## src/rtl/regfile_wb_arbiter.sv

```systemverilog
// regfile_wb_arbiter: round-robin arbiter that shares the register file write
// port between NUM_REQ write-back requesters. Grants are combinational and
// one-hot. The winning write is registered, so it reaches rd_* one cycle later.
module regfile_wb_arbiter #(
    parameter int NUM_REQ = 3,
    parameter int DATA_W  = 32,
    parameter int ADDR_W  = 5,
    localparam int ID_W   = $clog2(NUM_REQ)
) (
    input  logic                      clk,
    input  logic                      rst,
    input  logic [NUM_REQ-1:0]        req_valid,
    input  logic [NUM_REQ*ADDR_W-1:0] req_rd_addr,
    input  logic [NUM_REQ*DATA_W-1:0] req_rd_data,
    output logic [NUM_REQ-1:0]        req_ready,
    input  logic                      wb_hold,
    output logic [ADDR_W-1:0]         rd_addr,
    output logic [DATA_W-1:0]         rd_data,
    output logic                      rd_we,
    output logic [ID_W-1:0]           grant_id,
    output logic [7:0]                busy_cnt
);

    // Per-requester views of the flat buses (the packed layout matches i*W +: W).
    logic [NUM_REQ-1:0][ADDR_W-1:0] addr_v;
    logic [NUM_REQ-1:0][DATA_W-1:0] data_v;

    assign addr_v = req_rd_addr;
    assign data_v = req_rd_data;

    logic [ID_W-1:0]    rr_ptr;
    logic [ID_W-1:0]    win;
    logic               found;
    logic [NUM_REQ-1:0] gnt;

    // Scan from rr_ptr upward with wrap; the first valid requester wins.
    always_comb begin
        int idx;
        win   = '0;
        found = 1'b0;
        gnt   = '0;
        idx   = 0;
        if (!rst && !wb_hold) begin
            for (int k = 0; k < NUM_REQ; k++) begin
                idx = int'(rr_ptr) + k;
                if (idx >= NUM_REQ)
                    idx = idx - NUM_REQ;
                if (!found && req_valid[ID_W'(idx)]) begin
                    found = 1'b1;
                    win   = ID_W'(idx);
                end
            end
        end
        if (found)
            gnt[win] = 1'b1;
    end

    assign req_ready = gnt;

    // Pointer moves to the slot after the winner; it holds when nothing is granted.
    always_ff @(posedge clk) begin
        if (rst)
            rr_ptr <= '0;
        else if (found)
            rr_ptr <= (win == ID_W'(NUM_REQ - 1)) ? '0 : win + 1'b1;
    end

    // Register the winning write; writes to x0 are consumed but never enabled.
    always_ff @(posedge clk) begin
        if (rst) begin
            rd_we    <= 1'b0;
            rd_addr  <= '0;
            rd_data  <= '0;
            grant_id <= '0;
        end else if (found) begin
            rd_we    <= (addr_v[win] != '0);
            rd_addr  <= addr_v[win];
            rd_data  <= data_v[win];
            grant_id <= win;
        end else begin
            rd_we    <= 1'b0;
        end
    end

    // Count stalled cycles (something valid, nothing granted), saturating at 255.
    always_ff @(posedge clk) begin
        if (rst)
            busy_cnt <= '0;
        else if (|req_valid && !found && busy_cnt != 8'hFF)
            busy_cnt <= busy_cnt + 8'd1;
    end

endmodule
```

## config.mk

```make
export PLATFORM = sky130hd
export DESIGN_NAME = regfile_wb_arbiter
export DESIGN_NICKNAME = d
export VERILOG_FILES = /design/src/rtl/regfile_wb_arbiter.sv
export SDC_FILE = /design/constraint.sdc
export NUM_CORES = 1
export LEC_CHECK = 0
export ABC_AREA = 1
export CAP_MARGIN = 20
export CELL_PAD_IN_SITES_DETAIL_PLACEMENT = 2
export CELL_PAD_IN_SITES_GLOBAL_PLACEMENT = 2
export CORE_MARGIN = 2
export CORE_UTILIZATION = 20
export CTS_CLUSTER_DIAMETER = 80
export DETAILED_ROUTE_END_ITERATION = 8
export PLACE_DENSITY_LB_ADDON = 0.1
export SETUP_SLACK_MARGIN = 0.3
export SLEW_MARGIN = 20
export SYNTH_ARGS = -nofsm -noshare
export SYNTH_HDL_FRONTEND = slang
export SYNTH_SLANG_ARGS = --single-unit
```

## constraint.sdc

```tcl
create_clock -name clk -period 5.7 [get_ports clk]
set_input_delay 1.14 -clock clk [delete_from_list [all_inputs] [get_ports clk]]
set_output_delay 1.14 -clock clk [all_outputs]
set_load 0.01 [all_outputs]
```

==> impl_metrics.ini, run 1 <==
[finish]
layout_commonest_cell = clkdlybuf4s50_1
final_cells = 728
final_util_pct = 35.4
nNetsFinal = 671
n_fill_cell = 1540
layout_common_cells = clkdlybuf4s50_1, nand2_1, dfxtp_1
layout-area-overhead-vs-synth_pct = 72.1
antennaDiodeCount = 0
drive_above_1_share_pct = 7.25

[synthesis]
synthMuxAreaShare_pct = 0
synth_edf_count = 0
async_reset_ff_share_pct = 0
synth.area.top_cells = dfxtp_1, nand2_1, nand3_1
synth-seq-cells = 50
synth_area_sq_um = 2730
yosysTopAreaCellShare_pct = 36.6
ys_warn_count = 0
synth_top_family_by_area = simple AND/OR/NAND/NOR gates
syn_inst = 393
ys_types = 30
synth_area_leader_cell = dfxtp_1
synth_adder_area_share_pct = 1.37
synthSimpleGateAreaFrac_pct = 33.1
syn_area_per_cell_sq_um = 6.96
syn_nets = 513
synth_top_flop_cell = dfxtp_1
ys_seq_area_share_pct = 36.6
synthXorXnorAreaFrac_pct = 0
synth_compound_area_share_pct = 17.8

[setup_path]
rrSetupSlack_ps = 2820
cpMaxStageDelayCell = clkdlybuf4s50_1
cp-end-kind = output port
r2r_end = busy_cnt[6]
r2r_cells = 15
cp_cell_sequence = clkdlybuf4s50_1, inv_1, nand2_1, o211ai_1, nand2_1, nand3_2, nand3_4, nand3_2, inv_2, clkdlybuf4s50_1
cp.arrival_ps = 3270
critPathKind = input port to output port
crit_fanout = 12
crit_required_ps = 4560
critPathLaunchType = input port
max_stage_delay_ps = 540
crit_family = buffers and inverters
crit_cells = 10
timing.rr.start = rr_ptr[0]
cp.buffers_inverters = 4

[global_routing]
grt_pass1_wl_um = 19300
grtUsageTotal_pct = 17.1
antenna_found_initial = 0
grt_overflow = 0
grt_pass1_vias = 3600
grt_max_degree = 40

[floorplanning]
initial_core_util_pct = 20.6
num_io_pins = 168
dieArea_sq_um = 14600
die_h_um = 121
die_w_um = 121
core_sq_um = 13300
rows = 42

[placement]
place_hpwl_um = 9250
gp_congestion = 0.775
port_buffers = 167
dp_cells = 720

[routing]
routedWlPerCell_um = 16.9
drtIter0Drc = 122
drt_wl_total_um = 12300
ant_nets = 0
route.vias.total = 3278
drt_pass1_iterations = 6
vias_per_cell = 4.50
drc = 0

[worst_hold_path]
hp-class = register to register
hp-start = grant_id[1]
hold_end = grant_id[1]
whs_path_depth = 2

[clocking]
clk_latency_ps = 300
ctsLongestPathBuffers = 2
holdBufCountCts = 0
cts.repair.resized = 0
cts.sinks = 50
cts_setup_buffers = 0
htreeDepth = 2
cts_tree = yes
clkTransAtPathRegs_ps = 80
cts_buffers = 5
cts_root_buf = clkbuf_16

[timing]
tightest_slew_ps = 985
hold_viol = 0
fin_crit_sh_pct = 77.4
slew_viol_final = 0
grt_setup_unrepaired = no
tns_ps = 0
maxSlewHeadroom_pct = 34.3
finClkSkew_ps = 7.12
setup_viol = 0
fmax_mhz = 227
fin_crit_ps = 4410

[pwr]
powerDensity_nw_per_um2 = 239
p_leak_nw = 1.87
ir_drop_mv = 0.100

[flow_run]
drv_cap = 0

[status]
status = complete, no violations
layout make-up:
type                       instances  area [sq um]  area share (%)
clock inverter                     3          45.0           0.957
multi-input combinational        276          1430            30.4
tap                              176           220            4.68
sequential                        50          1000            21.3
inverter                          46           173            3.67
timing repair buffer             172          1710            36.3
clock buffer                       5           125            2.66
per-stage QoR:
| stage | instance area, sq um | hold WS, ps | setup WS, ps | power, mW |
|---|---|---|---|---|
| floorplan | 2730 | 457 | 2470 | 0.573 |
| global placement | 4530 | 454 | 1380 | 0.765 |
| detailed placement | 4530 | 466 | 1290 | 0.775 |
| CTS | 4700 | 478 | 1280 | 1.15 |
| global route | 4700 | 495 | 1180 | 1.19 |
| finish | 4700 | 474 | 1290 | 1.12 |
logic make-up (layout without fill, tap and decap cells):
logic type,Yosys count,after routing
buffers and inverters,67,226
DFF,50,50
and+or+nand+nor,206,206
adders and majority gates,3,3
AOI/OAI and AO/OA,67,67
worst register-to-register path: stages (launching register included):
cell	delay [ps]
dfxtp_1	370
inv_1	70
ha_1	360
inv_1	160
nand2_1	70
nand3_1	70
nand2_1	90
nor2_4	140
nand3_1	110
nand2_2	90
buf_4	430
nand2_2	200
inv_2	110
nand3_1	120
nor3_1	260
a31oi_1	120
sequential cells by signal (all words and copies together), names as in the netlist:
signal and cells:
grant_id 2, rr_ptr 2, rd_data 32, rd_addr 5
busy_cnt 8, rd_we 1
Yosys cell counts, types with 4 or more instances:
library cell and count:
buf_2 7, dfxtp_1 50, clkbuf_1 6, nand3_1 31, a41oi_2 5, nand2_2 5, nor2_1 15, o21ai_0 11
a22oi_1 12, a41oi_1 11, nand2_1 139, inv_2 7, a21oi_1 13, inv_1 39, buf_4 5, nand4_1 5
a31oi_1 5, o21ai_1 4
metal layers:
metal	routed length, um	share of wire [%]	GRT usage (%)
met5	0	0	0
met1	5060	41	19.7
met4	116	0.94	4.14
met2	5960	49	29.5
met3	1150	9.3	6.91
how the worst max path moves through the flow:
stage            startpoint      endpoint  slack, ps
5_1_grt        req_valid[1]  req_ready[0]       1180
3_3_place_gp            rst  req_ready[0]       1380
4_1_cts        req_valid[1]  req_ready[0]       1280
6_report       req_valid[1]  req_ready[0]       1290
2_1_floorplan  req_valid[2]  req_ready[0]       2470
3_5_place_dp   req_valid[1]  req_ready[0]       1290
where the power goes:
group / switching, mW / internal [mW] / leakage (nW)
sequential: 0.0212 / 0.385 / 0.410
combinational: 0.168 / 0.186 / 1.38
clock: 0.154 / 0.208 / 0.0760
Note: power is estimated with default switching activity, not from simulation.
==> inputs of run 2 (changes only) <==
--- a/config.mk
+++ b/config.mk
@@ -10,7 +10,7 @@
 export CELL_PAD_IN_SITES_DETAIL_PLACEMENT = 2
 export CELL_PAD_IN_SITES_GLOBAL_PLACEMENT = 2
 export CORE_MARGIN = 2
-export CORE_UTILIZATION = 20
+export CORE_UTILIZATION = 16
 export CTS_CLUSTER_DIAMETER = 80
 export DETAILED_ROUTE_END_ITERATION = 8
 export PLACE_DENSITY_LB_ADDON = 0.1
==> constraint.sdc (replaced) <==
create_clock -name clk -period 3.9 [get_ports clk]
set_input_delay 0.78 -clock clk [delete_from_list [all_inputs] [get_ports clk]]
set_output_delay 0.78 -clock clk [all_outputs]
set_load 0.01 [all_outputs]
==> run 2 against run 1 <==
- routed wire length up 2.9%
- combinational power up 47%
- clock skew down 2.3 ps
- count of clock-buffer cells in the layout unchanged
- clock power up 43%
- sequential share of layout area down 0.42 points
- sequential cell count unchanged
- setup slack worse by 840 ps
- global-route usage down 3.1 points
- register-to-register slack worse by 1800 ps
- largest cell class unchanged
- die area up 24%
==> impl_metrics.ini, run 2 (synthesized netlist as in run 1, its figures left out) <==
[setup_path]
cpMaxStageDelayCell = clkdlybuf4s50_1
cp_cell_sequence = clkdlybuf4s50_1, nand3_1, nand3_2, nor2_4, nand2_2, nand2_4, nand3_4, inv_2, clkdlybuf4s50_1
crit_fanout = 5
rrSetupSlack_ps = 1000
critPathLaunchType = input port
max_stage_delay_ps = 540
crit_required_ps = 3120
crit_top_cell = clkdlybuf4s50_1
timing.rr.start = rr_ptr[0]
cp-end-kind = output port
cp.arrival_ps = 2670
r2r_cells = 15
r2r_end = busy_cnt[6]
critPathKind = input port to output port

[timing]
hold-worst-slack_ps = 472
fin_crit_ps = 3450
setup_viol = 0
grt_setup_unrepaired = no
fin_ws_ps = 450
fin_crit_sh_pct = 88.5
hold_viol = 0
finClkSkew_ps = 4.84
tightest_slew_ps = 516
slew_viol_final = 0
tns_ps = 0
maxSlewHeadroom_pct = 65.6
fmax_mhz = 290

[global_routing]
met1_usage_pct = 16.1
grt_overflow = 0
antenna_found_initial = 0
grt_pass1_vias = 3502
grt.met2_usage_pct = 24.6
grt_busiest_layer = met2
grt_pass1_wl_um = 19600
grt_max_degree = 40
met3_usage_pct = 5.18
grtUsageTotal_pct = 14.1

[pwr]
clkPwrFrac_pct = 31.7
switchingPower_mw = 0.494
p_leak_nw = 1.93
power.total_mw = 1.63
pwr-share-comb_pct = 31.9
ir_drop_mv = 0.141
swShare_pct = 30.2
p_int_mw = 1.14
pwr-share-seq_pct = 36.4
powerDensity_nw_per_um2 = 340

[clocking]
ctsLongestPathBuffers = 2
cts.sinks = 50
cts_root_buf = clkbuf_16
clk_latency_ps = 300
htreeDepth = 2
cts_tree = yes
holdBufCountCts = 0
clkTransAtPathRegs_ps = 70
cts_buffers = 5

[floorplanning]
rows = 47
core_sq_um = 16600
die_h_um = 135
initial_core_util_pct = 16.4
die_w_um = 135
num_io_pins = 168
dieArea_sq_um = 18100

[finish]
layout-area-overhead-vs-synth_pct = 75.6
top_regs = rd_data x32, busy_cnt x8, rd_addr x5
layout_common_cells = clkdlybuf4s50_1, nand2_1, dfxtp_1
regMostFlops = rd_data
largest_reg_flops = 32
stdcell_area_sq_um = 4800
antennaDiodeCount = 0
layout_commonest_cell = clkdlybuf4s50_1
drive_above_1_share_pct = 7.58
n_fill_cell = 1932
final_cells = 774
nNetsFinal = 673
final_util_pct = 28.8

[placement]
dp_cells = 764
place_hpwl_um = 9440
dpl_cell_area_sq_um = 4590
gp_congestion = 0.734
port_buffers = 167
pre_cts_ws_ps = 280

[worst_hold_path]
whs_path_depth = 2
hold_end = grant_id[1]
hp-class = register to register
hp-start = grant_id[1]

[routing]
drt_pass1_iterations = 4
vias_per_cell = 4.25
route.vias.total = 3287
drtIter0Drc = 93
drt_wl_total_um = 12600
ant_nets = 0
routedWlPerCell_um = 16.3
drc = 0

[flow_run]
drv_cap = 0

[status]
status = complete, no violations
[run 2: per-layer routing]
layer / up-vias / routed length (um)
met5: - / 0
li1: 1603 / -
met2: 101 / 6230
met4: 0 / 135
met1: 1575 / 5150
met3: 8 / 1130
[run 2: final cells by class]
class	instances	area [sq um]	area share [%]
flip-flops and latches	50	1000	20.9
well taps	220	275	5.74
clock buffers	5	125	2.61
inverters	46	178	3.70
clock inverters	3	40.0	0.834
multi-input cells	276	1430	29.8
repair buffers	174	1750	36.4
[run 2: worst max path at each step]
stage | from | cells past startpoint | end
4_1_cts | req_valid[1] | 12 | req_ready[0]
6_report | req_valid[2] | 9 | req_ready[1]
5_1_grt | req_valid[1] | 10 | req_ready[1]
3_3_place_gp | req_valid[2] | 9 | req_ready[0]
2_1_floorplan | req_valid[2] | 9 | req_ready[0]
3_5_place_dp | req_valid[1] | 10 | req_ready[0]
[run 2: critical path: cells and delay by family]
kind                   cells  cell delay, ps
buffers and inverters      3            1120
AND/OR/NAND/NOR            6             770
[run 2: power groups by stage]
stage                     Clock [mW]  Sequential [mW]  Combinational, mW
final                          0.518            0.594              0.522
after floorplan                    0            0.625              0.213
after detailed placement           0            0.607              0.527
after global routing           0.569            0.603              0.577
after CTS                      0.546            0.596              0.531
after global placement             0            0.605              0.520
[run 2: what timing repair did]
item / in CTS / in global routing
pin swaps: 3 / 3
setup buffers: 1 / 0
resized for setup: 0 / 4
endpoints found under the setup margin: 1 / 2
==> inputs of run 3 (changes only) <==
--- a/config.mk
+++ b/config.mk
@@ -9,7 +9,6 @@
 export CAP_MARGIN = 20
 export CELL_PAD_IN_SITES_DETAIL_PLACEMENT = 2
 export CELL_PAD_IN_SITES_GLOBAL_PLACEMENT = 2
-export CORE_MARGIN = 2
 export CORE_UTILIZATION = 16
 export CTS_CLUSTER_DIAMETER = 80
 export DETAILED_ROUTE_END_ITERATION = 8
==> run 3 against run 2 <==
- setup slack got worse by 19 ps
- via count fell by 0.27%
- clock power up 15%
- first-iteration DRC count fell by 14%
- sequential power about the same
- combinational power is essentially flat
- power grew 4.8%
- global-route usage up 0.61 points
- critical path depth did not move
- highest routed layer unchanged
- sequential share of layout area shrank 0.12 points
- cell area rose by 0.60%
- cell count increased by 0.13%
==> impl_metrics.ini, run 3 (synthesized netlist as in run 1, its figures left out) <==
[finish]
n_fill_cell = 1898
layout-area-overhead-vs-synth_pct = 76.6
layout_common_cells = clkdlybuf4s50_1, nand2_1, dfxtp_1
stdcell_area_sq_um = 4830
regMostFlops = rd_data
layout_commonest_cell = clkdlybuf4s50_1
largest_reg_flops = 32
final_cells = 775
top_regs = rd_data x32, busy_cnt x8, rd_addr x5
drive_above_1_share_pct = 8.11
nNetsFinal = 674
antennaDiodeCount = 0

[timing]
fin_ws_ps = 431
fin_crit_sh_pct = 88.9
finClkSkew_ps = 6.01
slew_viol_final = 0
hold_viol = 0
tns_ps = 0
maxSlewHeadroom_pct = 64.1
grt_setup_unrepaired = no
fmax_mhz = 288
tightest_slew_ps = 538
setup_viol = 0
fin_crit_ps = 3470

[placement]
dp_cells = 765
port_buffers = 167
place_hpwl_um = 9390
gp_congestion = 0.753
dpl_cell_area_sq_um = 4600
pre_cts_ws_ps = 254

[routing]
drtIter0Drc = 80
ant_nets = 0
drt_pass1_iterations = 3
drc = 0
route.vias.total = 3278
vias_per_cell = 4.23
routedWlPerCell_um = 16.1
drt_wl_total_um = 12500

[setup_path]
cp-end-kind = output port
timing.rr.start = rr_ptr[0]
cp_cell_sequence = clkdlybuf4s50_1, nand3_2, nand3_2, nor2_4, nand2_2, nand2_2, nand3_4, inv_4, clkdlybuf4s50_1
cp.buffers_inverters = 3
crit_family = buffers and inverters
cpMaxStageDelayCell = clkdlybuf4s50_1
critPathLaunchType = input port
cp.arrival_ps = 2690
max_stage_delay_ps = 530
r2r_end = busy_cnt[6]
crit_required_ps = 3120
r2r_cells = 15
rrSetupSlack_ps = 1040
crit_fanout = 8
critPathKind = input port to output port

[worst_hold_path]
hp-start = grant_id[0]
hold_end = grant_id[0]
whs_path_depth = 2
hp-class = register to register

[global_routing]
grt_pass1_vias = 3711
grt_max_degree = 40
grtUsageTotal_pct = 14.7
grt_overflow = 0
antenna_found_initial = 0
grt_pass1_wl_um = 20000

[flow_run]
drv_cap = 0

[clocking]
clk_latency_ps = 300
cts_buffers = 5
cts.sinks = 50
cts_tree = yes
clkTransAtPathRegs_ps = 80
cts_root_buf = clkbuf_16
htreeDepth = 2
ctsLongestPathBuffers = 2

[floorplanning]
die_h_um = 133
initial_core_util_pct = 16.4
num_io_pins = 168
dieArea_sq_um = 17600
die_w_um = 133
rows = 47
core_sq_um = 16600

[pwr]
powerDensity_nw_per_um2 = 355
ir_drop_mv = 0.153
p_leak_nw = 1.94

[status]
status = complete, no violations
run 3: cell count changes in the layout (fill, tap and decap cells not counted), moves of 2 or more:
| cell | previous run | this run |
|---|---|---|
| buf_4 | 6 | 8 |
| clkinv_2 | 2 | 0 |
| nand3_2 | 3 | 5 |
| nand3_1 | 31 | 29 |
run 3: stage by stage:
step                      power [mW]  hold slack [ps]  util (%)
after global placement          1.12              453      27.6
after floorplan                0.838              457         -
final                           1.71              477      29.0
after CTS                       1.75              480      28.8
after detailed placement        1.13              468      27.6
after global routing            1.82              519      29.0
run 3: how the worst max path moves through the flow:
| stage | startpoint | to | slack [ps] | depth (start not counted) |
|---|---|---|---|---|
| 2_1_floorplan | req_valid[2] | req_ready[0] | 1390 | 9 |
| 3_3_place_gp | req_valid[2] | req_ready[0] | 330 | 9 |
| 3_5_place_dp | req_valid[2] | req_ready[0] | 250 | 9 |
| 4_1_cts | req_valid[2] | req_ready[0] | 330 | 9 |
| 5_1_grt | req_valid[2] | req_ready[2] | 300 | 9 |
| 6_report | req_valid[2] | req_ready[2] | 430 | 9 |
run 3: area by class of cell:
cell class	instances	area, sq um	area share [%]
Timing Repair Buffer	175	1740	36.0
Sequential cell	50	1000	20.7
Clock inverter	3	68.8	1.43
Clock buffer	5	125	2.59
Multi-Input combinational cell	276	1440	29.9
Tap cell	220	275	5.70
Inverter	46	178	3.68
run 3: what timing repair did:
| action | 4_1_cts | 5_1_grt |
|---|---|---|
| buffers inserted | 1 | 1 |
| cloned | 0 | 0 |
| pin swaps | 1 | 2 |
| hold buffers | 0 | 0 |
| gates resized for setup | 1 | 6 |
| setup endpoints to repair | 1 | 2 |
run 3: worst reg2reg max path, delay by kind of cell, from the launching register on:
kind | cells | cell delay (ps)
AO/OA/AOI/OAI | 1 | 110
adder cells (fa/ha/maj) | 1 | 350
buffers and inverters | 4 | 760
flip-flops | 1 | 360
AND/OR/NAND/NOR | 9 | 1170
run 3: power breakdown:
part           internal [mW]  total (mW)  switching, mW  leakage [nW]
Combinational          0.276       0.523          0.248          1.43
Clock                  0.370       0.596          0.226        0.0940
Sequential             0.563       0.593         0.0304         0.410
run 3: layer usage:
metal,track usage [%],vias up,share of wire (%)
li1,-,1610,-
met1,16.9,1557,42
met2,25.6,103,49
met3,5.17,8,7.8
met4,3.83,0,1.0
met5,0,-,0
